$ cat config.mk
export PLATFORM = sky130hd
export DESIGN_NAME = fp_add_arbiter
export DESIGN_NICKNAME = d
export VERILOG_FILES = /design/src/rtl/fp_add_arbiter.sv
export SDC_FILE = /design/constraint.sdc
export NUM_CORES = 1
export LEC_CHECK = 0
export CAP_MARGIN = 20
export CORE_ASPECT_RATIO = 0.9
export CORE_MARGIN = 3
export CORE_UTILIZATION = 55
export DETAILED_ROUTE_END_ITERATION = 6
export GPL_TIMING_DRIVEN = 0
export HOLD_SLACK_MARGIN = 0.02
export PLACE_DENSITY = 0.9
export REMOVE_ABC_BUFFERS = 1
export SLEW_MARGIN = 40
export SYNTH_ARGS = -nofsm -noshare
export SYNTH_HDL_FRONTEND = slang
export SYNTH_SLANG_ARGS = --single-unit
$ cat constraint.sdc
create_clock -name clk -period 18.3 [get_ports clk]
set_input_delay 5.49 -clock clk [delete_from_list [all_inputs] [get_ports clk]]
set_output_delay 5.49 -clock clk [all_outputs]
set_load 0.01 [all_outputs]
$ cat src/rtl/fp_add_arbiter.sv
// Round-robin arbiter that time-shares one combinational FP32 adder among N_REQ requesters.
// One transaction in flight: accept -> registered operands -> registered sum -> valid/ready response.

// Combinational IEEE-754 single-precision adder, round-toward-zero, denormals supported.
module ADD (
    input  logic [31:0] FP_A,
    input  logic [31:0] FP_B,
    output logic [31:0] FP_out
);
    localparam int unsigned MW = 27;

    logic          swap;
    logic [31:0]   x;
    logic [31:0]   y;
    logic [7:0]    ex_eff;
    logic [7:0]    ey_eff;
    logic [7:0]    d;
    logic [MW-1:0] mx;
    logic [MW-1:0] my;
    logic [MW-1:0] my_sh;
    logic [MW-1:0] mask;
    logic          sticky;
    logic [MW:0]   sum;
    logic [MW-1:0] norm;
    logic [8:0]    e;
    logic [4:0]    lz;
    logic [8:0]    sh;
    logic          x_nan;
    logic          y_nan;
    logic          x_inf;
    logic          y_inf;

    always_comb begin
        // x always holds the larger magnitude, so the result takes its sign
        swap   = FP_B[30:0] > FP_A[30:0];
        x      = swap ? FP_B : FP_A;
        y      = swap ? FP_A : FP_B;
        ex_eff = (x[30:23] == 8'd0) ? 8'd1 : x[30:23];
        ey_eff = (y[30:23] == 8'd0) ? 8'd1 : y[30:23];
        mx     = {x[30:23] != 8'd0, x[22:0], 3'b000};
        my     = {y[30:23] != 8'd0, y[22:0], 3'b000};
        d      = ex_eff - ey_eff;
        mask   = '0;
        my_sh  = '0;
        sticky = 1'b0;
        if (d >= 8'(MW)) begin
            sticky = |my;
        end else begin
            my_sh  = my >> d;
            mask   = (MW'(1) << d) - MW'(1);
            sticky = |(my & mask);
        end
        my_sh[0] = my_sh[0] | sticky;

        if (x[31] == y[31]) sum = {1'b0, mx} + {1'b0, my_sh};
        else                sum = {1'b0, mx} - {1'b0, my_sh};

        e    = {1'b0, ex_eff};
        norm = sum[MW-1:0];
        lz   = 5'd0;
        sh   = 9'd0;
        if (sum[MW]) begin
            norm = {sum[MW:2], sum[1] | sum[0]};
            e    = e + 9'd1;
        end else begin
            // normalise left, but never below the denormal exponent
            lz = 5'(MW);
            for (int i = 0; i < int'(MW); i++) begin
                if (sum[i]) lz = 5'(int'(MW) - 1 - i);
            end
            sh   = ({4'd0, lz} > (e - 9'd1)) ? (e - 9'd1) : {4'd0, lz};
            norm = sum[MW-1:0] << sh;
            e    = e - sh;
        end

        x_nan = (x[30:23] == 8'hFF) && (x[22:0] != 23'd0);
        y_nan = (y[30:23] == 8'hFF) && (y[22:0] != 23'd0);
        x_inf = (x[30:23] == 8'hFF) && (x[22:0] == 23'd0);
        y_inf = (y[30:23] == 8'hFF) && (y[22:0] == 23'd0);

        FP_out = 32'd0;
        if (x_nan || y_nan || (x_inf && y_inf && (x[31] != y[31]))) begin
            FP_out = 32'h7FC0_0000;
        end else if (x_inf) begin
            FP_out = x;
        end else if (sum == '0) begin
            FP_out = {x[31] & y[31], 31'd0};
        end else if (e >= 9'd255) begin
            FP_out = {x[31], 31'h7F7F_FFFF};
        end else begin
            FP_out = {x[31], norm[MW-1] ? e[7:0] : 8'd0, norm[MW-2:3]};
        end
    end
endmodule

module fp_add_arbiter #(
    parameter  int unsigned N_REQ = 4,
    localparam int unsigned IDW   = $clog2(N_REQ)
) (
    input  logic                clk,
    input  logic                rst_n,
    input  logic [N_REQ-1:0]    req_valid,
    input  logic [32*N_REQ-1:0] req_a,
    input  logic [32*N_REQ-1:0] req_b,
    output logic [N_REQ-1:0]    req_ready,
    output logic                rsp_valid,
    output logic [IDW-1:0]      rsp_id,
    output logic [31:0]         rsp_data,
    input  logic                rsp_ready,
    output logic                busy
);
    typedef enum logic [1:0] {IDLE, CALC, RESP} state_t;

    state_t         state;
    state_t         state_next;
    logic [IDW-1:0] ptr;
    logic [IDW-1:0] id;
    logic [IDW-1:0] gnt;
    logic [IDW:0]   cand;
    logic           found;
    logic           accept;
    logic [31:0]    op_a;
    logic [31:0]    op_b;
    logic [31:0]    fp_sum;
    logic [31:0]    a_arr [N_REQ];
    logic [31:0]    b_arr [N_REQ];

    ADD u_add (
        .FP_A   (op_a),
        .FP_B   (op_b),
        .FP_out (fp_sum)
    );

    always_comb begin
        for (int i = 0; i < int'(N_REQ); i++) begin
            a_arr[i] = req_a[32*i +: 32];
            b_arr[i] = req_b[32*i +: 32];
        end
    end

    // Search from ptr upward, wrapping; first valid requester wins
    always_comb begin
        found = 1'b0;
        gnt   = '0;
        cand  = '0;
        for (int k = 0; k < int'(N_REQ); k++) begin
            cand = {1'b0, ptr} + (IDW+1)'(k);
            if (cand >= (IDW+1)'(N_REQ)) cand = cand - (IDW+1)'(N_REQ);
            if (!found && req_valid[cand[IDW-1:0]]) begin
                found = 1'b1;
                gnt   = cand[IDW-1:0];
            end
        end
    end

    always_ff @(posedge clk or negedge rst_n) begin
        if (!rst_n) state <= IDLE;
        else        state <= state_next;
    end

    always_comb begin
        state_next = state;
        req_ready  = '0;
        accept     = 1'b0;
        case (state)
            IDLE: begin
                if (rst_n && found) begin
                    req_ready[gnt] = 1'b1;
                    accept         = 1'b1;
                    state_next     = CALC;
                end
            end
            CALC:    state_next = RESP;
            RESP:    if (rsp_ready) state_next = IDLE;
            default: state_next = IDLE;
        endcase
    end

    always_ff @(posedge clk or negedge rst_n) begin
        if (!rst_n) begin
            ptr       <= '0;
            id        <= '0;
            op_a      <= '0;
            op_b      <= '0;
            rsp_valid <= 1'b0;
            rsp_id    <= '0;
            rsp_data  <= '0;
            busy      <= 1'b0;
        end else begin
            busy <= (state_next != IDLE);
            if (accept) begin
                op_a <= a_arr[gnt];
                op_b <= b_arr[gnt];
                id   <= gnt;
                ptr  <= (gnt == IDW'(N_REQ - 1)) ? '0 : gnt + IDW'(1);
            end
            if (state == CALC) begin
                rsp_valid <= 1'b1;
                rsp_id    <= id;
                rsp_data  <= fp_sum;
            end else if (state == RESP && rsp_ready) begin
                rsp_valid <= 1'b0;
            end
        end
    end
endmodule

# Word level (Yosys, flattened, before mapping)
# Cells that the tools add are included.
dict set report totals {
  regBits 106
  out_inout_bits 40
}
dict set report classes {
  magnitude_cmp 15
  bitwise 5
  addsub 15
  shift 3
  n_eq_ne 7
  n_mux 81
  n_reduce_logical 31
}
# operator n
set ops {}
lappend ops {{32-bit two-way mux} 9}
lappend ops {{32-bit binary-select mux with 2-bit select} 2}
lappend ops {{5-bit two-way mux} 17}
lappend ops {{27-bit two-way mux} 2}
lappend ops {{23-bit zero test} 2}
lappend ops {{23-bit nonzero test} 2}
lappend ops {{4-bit two-way mux} 10}
lappend ops {{31-bit greater-than comparator} 1}
lappend ops {{31-bit two-way mux} 1}
lappend ops {{27-bit by 27-bit adder with 28-bit output} 1}
lappend ops {{28-bit zero test} 1}
lappend ops {{28-bit two-way mux} 1}
lappend ops {{27-bit by 27-bit subtractor with 28-bit output} 1}
lappend ops {{27-bit AND} 1}
lappend ops {{27-bit OR reduction} 1}
lappend ops {{1-bit by 8-bit left shift with 27-bit output, first input constant} 1}
lappend ops {{27-bit by 9-bit left shift with 27-bit output} 1}
lappend ops {{27-bit by 8-bit right shift with 27-bit output} 1}
lappend ops {{27-bit by 2-bit subtractor with 27-bit output, second input constant} 1}
lappend ops {{2-bit two-way mux} 13}
lappend ops {{8-bit two-way mux} 3}
lappend ops {{24-bit OR reduction} 1}
lappend ops {{9-bit two-way mux} 2}
lappend ops {{8-bit == test, second input constant} 2}
lappend ops {{33 further kinds} 80}

# Logic depth before layout (Yosys ltp)
dict set report logic_depth {
  depth_word 50
  mapped_depth 82
}

# Hierarchy
# From an unflattened synthesis, not the netlist that was laid out.
dict set report unflattened {
  cells_unflattened 2390
  area_unflattened_um2 17819.6
}
# mod seq_area_each_um2 cells_per_inst n_inst area_each_um2
set by_module_without_submodules {}
lappend by_module_without_submodules {ADD 0.0 1739 1 11324.6}
lappend by_module_without_submodules {fp_add_arbiter 2652.5 651 1 6495.0}

# Least setup slack after synthesis
# No wires, ideal clock.
dict set report synth_path {
  path_kind {register -> register}
  from {register op_a[14]}
  to {register rsp_data[6]}
  path_slack_ps 3413
  synth_period_minus_slack_ps 14887
  setup_time_ps 88
  required_ps 18212
  stages_incl_launch_ff 76
  n_path_buf 7
  arrival_ps 14800
  path_cell_list {dfrtp_1 -> inv_1 -> ha_1 -> nand4_1 -> nor4_2 -> nor2b_1 -> a21boi_4 -> nor2_1 -> buf_2 -> buf_1 -> a21boi_0 -> inv_1 -> a21oi_1 -> nand3_1 -> and2_1 -> ha_1 -> inv_1 -> fa_1 -> (+40 left out) -> buf_4 -> ha_1 -> nand2_1 -> inv_1 -> ha_1 -> a21o_1 -> a21oi_1 -> o21bai_1 -> a21oi_1 -> o21bai_1 -> a21oi_1 -> xnor2_1 -> and3_1 -> and3b_1 -> mux2i_1 -> clkbuf_1 -> o21ai_0 -> o211ai_1}
}
dict set report synth_via {
  elab_chain_len 50
  elab_cells_between_ends 81
  cone_classes {7 x add/sub; 4 x order compare; 4 x eq/ne; 3 x shift; 42 x mux; 2 x bitwise; 19 x reduce/logical}
}
# element line
set synth_lines {}
lappend synth_lines {{from (decl)} 122} ;# logic [31:0] op_a;
lappend synth_lines {{from (signal assigned)} 192} ;# op_a <= a_arr[gnt];
lappend synth_lines {{31-bit greater-than comparator} 35} ;# swap = FP_B[30:0] > FP_A[30:0];
lappend synth_lines {{32-bit two-way mux (on tied branches)} {36, 37}}
lappend synth_lines {{8-bit zero test (on tied branches)} {38, 39}}
lappend synth_lines {{8-bit two-way mux (on tied branches)} {38, 39}}
lappend synth_lines {{8-bit subtractor} 42} ;# d = ex_eff - ey_eff;
lappend synth_lines {{1-bit by 8-bit left shift with 27-bit output} 50} ;# mask = (MW'(1) << d) - MW'(1);
lappend synth_lines {{27-bit by 2-bit subtractor with 27-bit output} 50}
lappend synth_lines {{27-bit AND} 51} ;# sticky = |(my & mask);
lappend synth_lines {{(+34 left out)} -}
lappend synth_lines {{9-bit two-way mux} 71} ;# sh = ({4'd0, lz} > (e - 9'd1)) ? (e - 9'd1) : {4'd0, lz};
lappend synth_lines {{8-bit by 9-bit subtractor with 9-bit output} 73} ;# e = e - sh;
lappend synth_lines {{9-bit two-way mux} 62} ;# if (sum[MW]) begin
lappend synth_lines {{9-bit by 8-bit >= comparator with 1-bit output} 88} ;# end else if (e >= 9'd255) begin
lappend synth_lines {{31-bit two-way mux} 88}
lappend synth_lines {{32-bit two-way mux} 86} ;# end else if (sum == '0) begin
lappend synth_lines {{32-bit two-way mux} 84} ;# end else if (x_inf) begin
lappend synth_lines {{32-bit two-way mux (*)} 82} ;# if (x_nan || y_nan || (x_inf && y_inf && (x[31] != y[31]))) begin
lappend synth_lines {{to (signal assigned)} 200} ;# rsp_data <= fp_sum;
lappend synth_lines {{to (decl)} 108} ;# output logic [31:0] rsp_data,
# Mark *: on every way between the ends. The rest lies on a longest branch, timed or not. The select of a mux whose other input is x is not followed.
# A chain may end at the register's enable or synchronous reset.

# Worst setup path in the final report
dict set report layout_path {
  from {register op_a[10]}
  to {register rsp_data[15]}
}
# The elaborated chain is that of the path after synthesis.

==> reports/qor.csv <==
stage;metric;value;unit
run_status;status;complete, but fails checks;
run_status;failing checks;DRC;
detailed_routing;Pre-antenna DRT Iters;7;
clock_tree;CTS tree;yes;
clock_tree;clock buffer depth;2;
detailed_routing;via count;21000;
yosys;register area share after synthesis;0.157;
yosys;post-synth cell types;112;
final_layout;Syn-to-layout area delta;25.4;%
global_route;largest net degree at the start of global routing;106;
timing;Slew @ Worst Pin;0.930;ns
detailed_routing;DRC;1;
clock_tree;Root Driver;clkbuf_16;
clock_tree;CTS Sinks;106;
detailed_routing;DR vias/cell;6.71;
worst_setup_path;cell mode on critical path;a21oi_1;
yosys;Synth async-reset ratio;1.00;
global_route;initial antenna violation count;0;
global_route;Congestion Overflow GR;0;
flow_run;Max-Cap Viols;0;
worst_setup_path;Crit. End Element;register;
worst_setup_path;Worst Path Required;18.56;ns
timing;count of final setup violators;0;
final_layout;layout cell share with drive strength beyond 1;0.0757;
timing;unrepaired setup endpoints after global routing;false;
timing;clock skew;0.0107;ns
yosys;number of synthesis warnings;0;
yosys;Syn Std Cell Area;16900;um^2
clock_tree;H-tree Lvls;3;
detailed_routing;antenna-violating nets left;0;
worst_hold_path;Worst Hold Class;reg -> reg;
worst_setup_path;critical path class;reg -> reg;
yosys;Syn Area/Cell;6.72;um^2
worst_setup_path;Startpoint Class;register;
timing;highest clock rate;57.2;MHz
clock_tree;Clk Latency, worst-skew pair;0.38;ns
final_layout;nets@finish;3092;
place;Buffers on Ports;302;
final_layout;final core occ;0.705;
timing;period utilisation layout;0.955;
floorplan;Row Count;60;
global_route;GRT Overall Usage;0.399;
clock_tree;CTS Buf Count;9;
worst_setup_path;worst path arrival time;17.74;ns
detailed_routing;DR WL/cell;21.9;um
floorplan;Core Footprint;30000;um^2
yosys;Cells after Synth;2512;
floorplan;I/O pin total;303;
yosys;Most used DFF post-synth;dfrtp_1;
worst_setup_path;CP max stage cell;nor3_2;
detailed_routing;Routed Wire Length;68.4;mm
worst_setup_path;crit-path max FO;23;
worst_setup_path;crit-path max cell delay;0.59;ns
global_route;number of global-route vias before repair;19400;
floorplan;Die ar.;32800;um^2
floorplan;Initial Util;0.562;
timing;Slew headroom;0.375;
place;final RePlAce weighted congestion;1.05;
clock_tree;clock slew at reported path FFs;0.08;ns
yosys;#FFs+latches synth;106;
global_route;global-route wire length before repair;105;mm
timing;Period minus WS final;17.48;ns
timing;final hold violation count;0;
detailed_routing;Starting DRT DRC Count;2647;
yosys;EDFF count, synth;0;
floorplan;Die Y-Extent;172;um
floorplan;Die X;191;um
place;HPWL Detailed;53.5;mm
timing;Final Max Tran Viols;0;
final_layout;ANT cells;0;
[cell type report]
cell class | count | area (um^2)
timing repair buffer | 346 | 3590
multi-input combinational | 2137 | 13700
sequential | 106 | 2650
tap | 403 | 504
fill | 2473 | 8870
clock inverter | 5 | 46.3
clock buffer | 10 | 229
inverter | 118 | 459
[kinds of logic (layout without fill, tap and decap cells)]
kind of cell,after synthesis,in the layout,share of synthesized area
multiplexers,100,100,0.0660
adder cells (fa/ha/maj),111,111,0.0836
flip-flops,106,106,0.157
AO/OA/AOI/OAI,761,763,0.308
XOR/XNOR,41,41,0.0213
AND/OR/NAND/NOR,1121,1122,0.301
buffers and inverters,272,479,0.0629
[state kept, by name, summed over array words and instances (netlist names)]
name / cells
rsp_valid: 1
op_b: 32
rsp_id: 2
busy: 1
ptr: 2
state: 2
id: 2
rsp_data: 32
op_a: 32
[cells in the final DEF (no fill, tap or decap), drive strengths merged, types with 30 or more instances in the layout]
master and n:
a211oi 34, a21o 36, a21oi 133, and2 30, buf 45, clkdlybuf4s50 301
dfrtp 106, ha 108, inv 119, mux2i 67, nand2 570, nand3 133
nor2 158, nor3 55, nor4 41, o211ai 59, o21ai 240, xnor2 31
[metal layers]
layer	wire length [um]	share of wire	up-vias	GRT usage
met3	7300	0.11	242	0.104
li1	-	-	9565	-
met4	2880	0.042	0	0.154
met5	0	0	-	0
met1	26900	0.39	9856	0.510
met2	31300	0.46	1297	0.650
[Yosys cell counts (all sizes together) (13+ instances only)]
library cell / number / share of area
nand2: 570 / 0.13
o21ai: 240 / 0.071
nor2: 157 / 0.035
a21oi: 133 / 0.040
nand3: 133 / 0.039
clkbuf: 118 / 0.026
inv: 116 / 0.026
ha: 108 / 0.080
dfrtp: 106 / 0.16
mux2i: 67 / 0.040
o211ai: 59 / 0.027
nor3: 55 / 0.017
nor4: 41 / 0.017
a21o: 36 / 0.016
buf: 36 / 0.010
a211oi: 34 / 0.016
xnor2: 31 / 0.016
and2: 30 / 0.011
mux2: 27 / 0.018
nand2b: 27 / 0.010
o31ai: 25 / 0.013
a31oi: 20 / 0.0074
nand4: 19 / 0.0070
nor2b: 17 / 0.0063
or2: 16 / 0.0059
a2111oi: 15 / 0.011
o22ai: 15 / 0.0056
a22oi: 14 / 0.0062
o311ai: 14 / 0.0082
o21bai: 13 / 0.0060
or3: 13 / 0.0051
[path summary, 6_finish.rpt]
check                           depth (start not counted)      endpoint  slack, ns   startpoint
worst min-delay path                                    2   rsp_data[2]       0.48  rsp_data[2]
max in group asynchronous                               2      op_b[30]      12.62        rst_n
worst max register to register                         72  rsp_data[15]       0.82     op_a[10]
worst min register to register                          2   rsp_data[2]       0.48  rsp_data[2]
min in group asynchronous                               1       op_b[5]       5.01        rst_n
worst max-delay path                                   72  rsp_data[15]       0.82     op_a[10]
[what timing repair did]
item | in CTS | in global routing
hold buffers | 0 | 0
buffers inserted | 1 | 19
pin swaps | 2 | 11
resized for setup | 15 | 20
cloned | 1 | 2
setup endpoints to repair | 31 | 31
[worst max-delay path, delay by kind of cell (launching register included)]
kind / cells / cell delay (ns)
AOI/OAI and AO/OA: 30 / 7.16
and+or+nand+nor: 26 / 5.63
adders and majority gates: 7 / 2.27
buffers and inverters: 6 / 1.14
DFF: 1 / 0.53
xor gates and xnor gates: 2 / 0.30
muxes: 1 / 0.29
[through the flow]
step           worst slack (ns)  TNS, ns  hold WS, ns  cell area [um^2]  cells
2_1_floorplan            -0.681    -2.14        0.439             16300   2358
3_3_place_gp              -4.97  -154.18        0.451             19800   3063
3_5_place_dp              -1.45   -35.88        0.470             20500   3087
4_1_cts                  0.0140        0        0.487             20900   3104
5_1_grt                 0.00182        0        0.508             21200   3125
6_report                  0.823        0        0.480             21200   3125
Power is left out: the tool's default activity adds up to more than one toggle a clock period on the data nets, which glitch-free logic cannot reach.
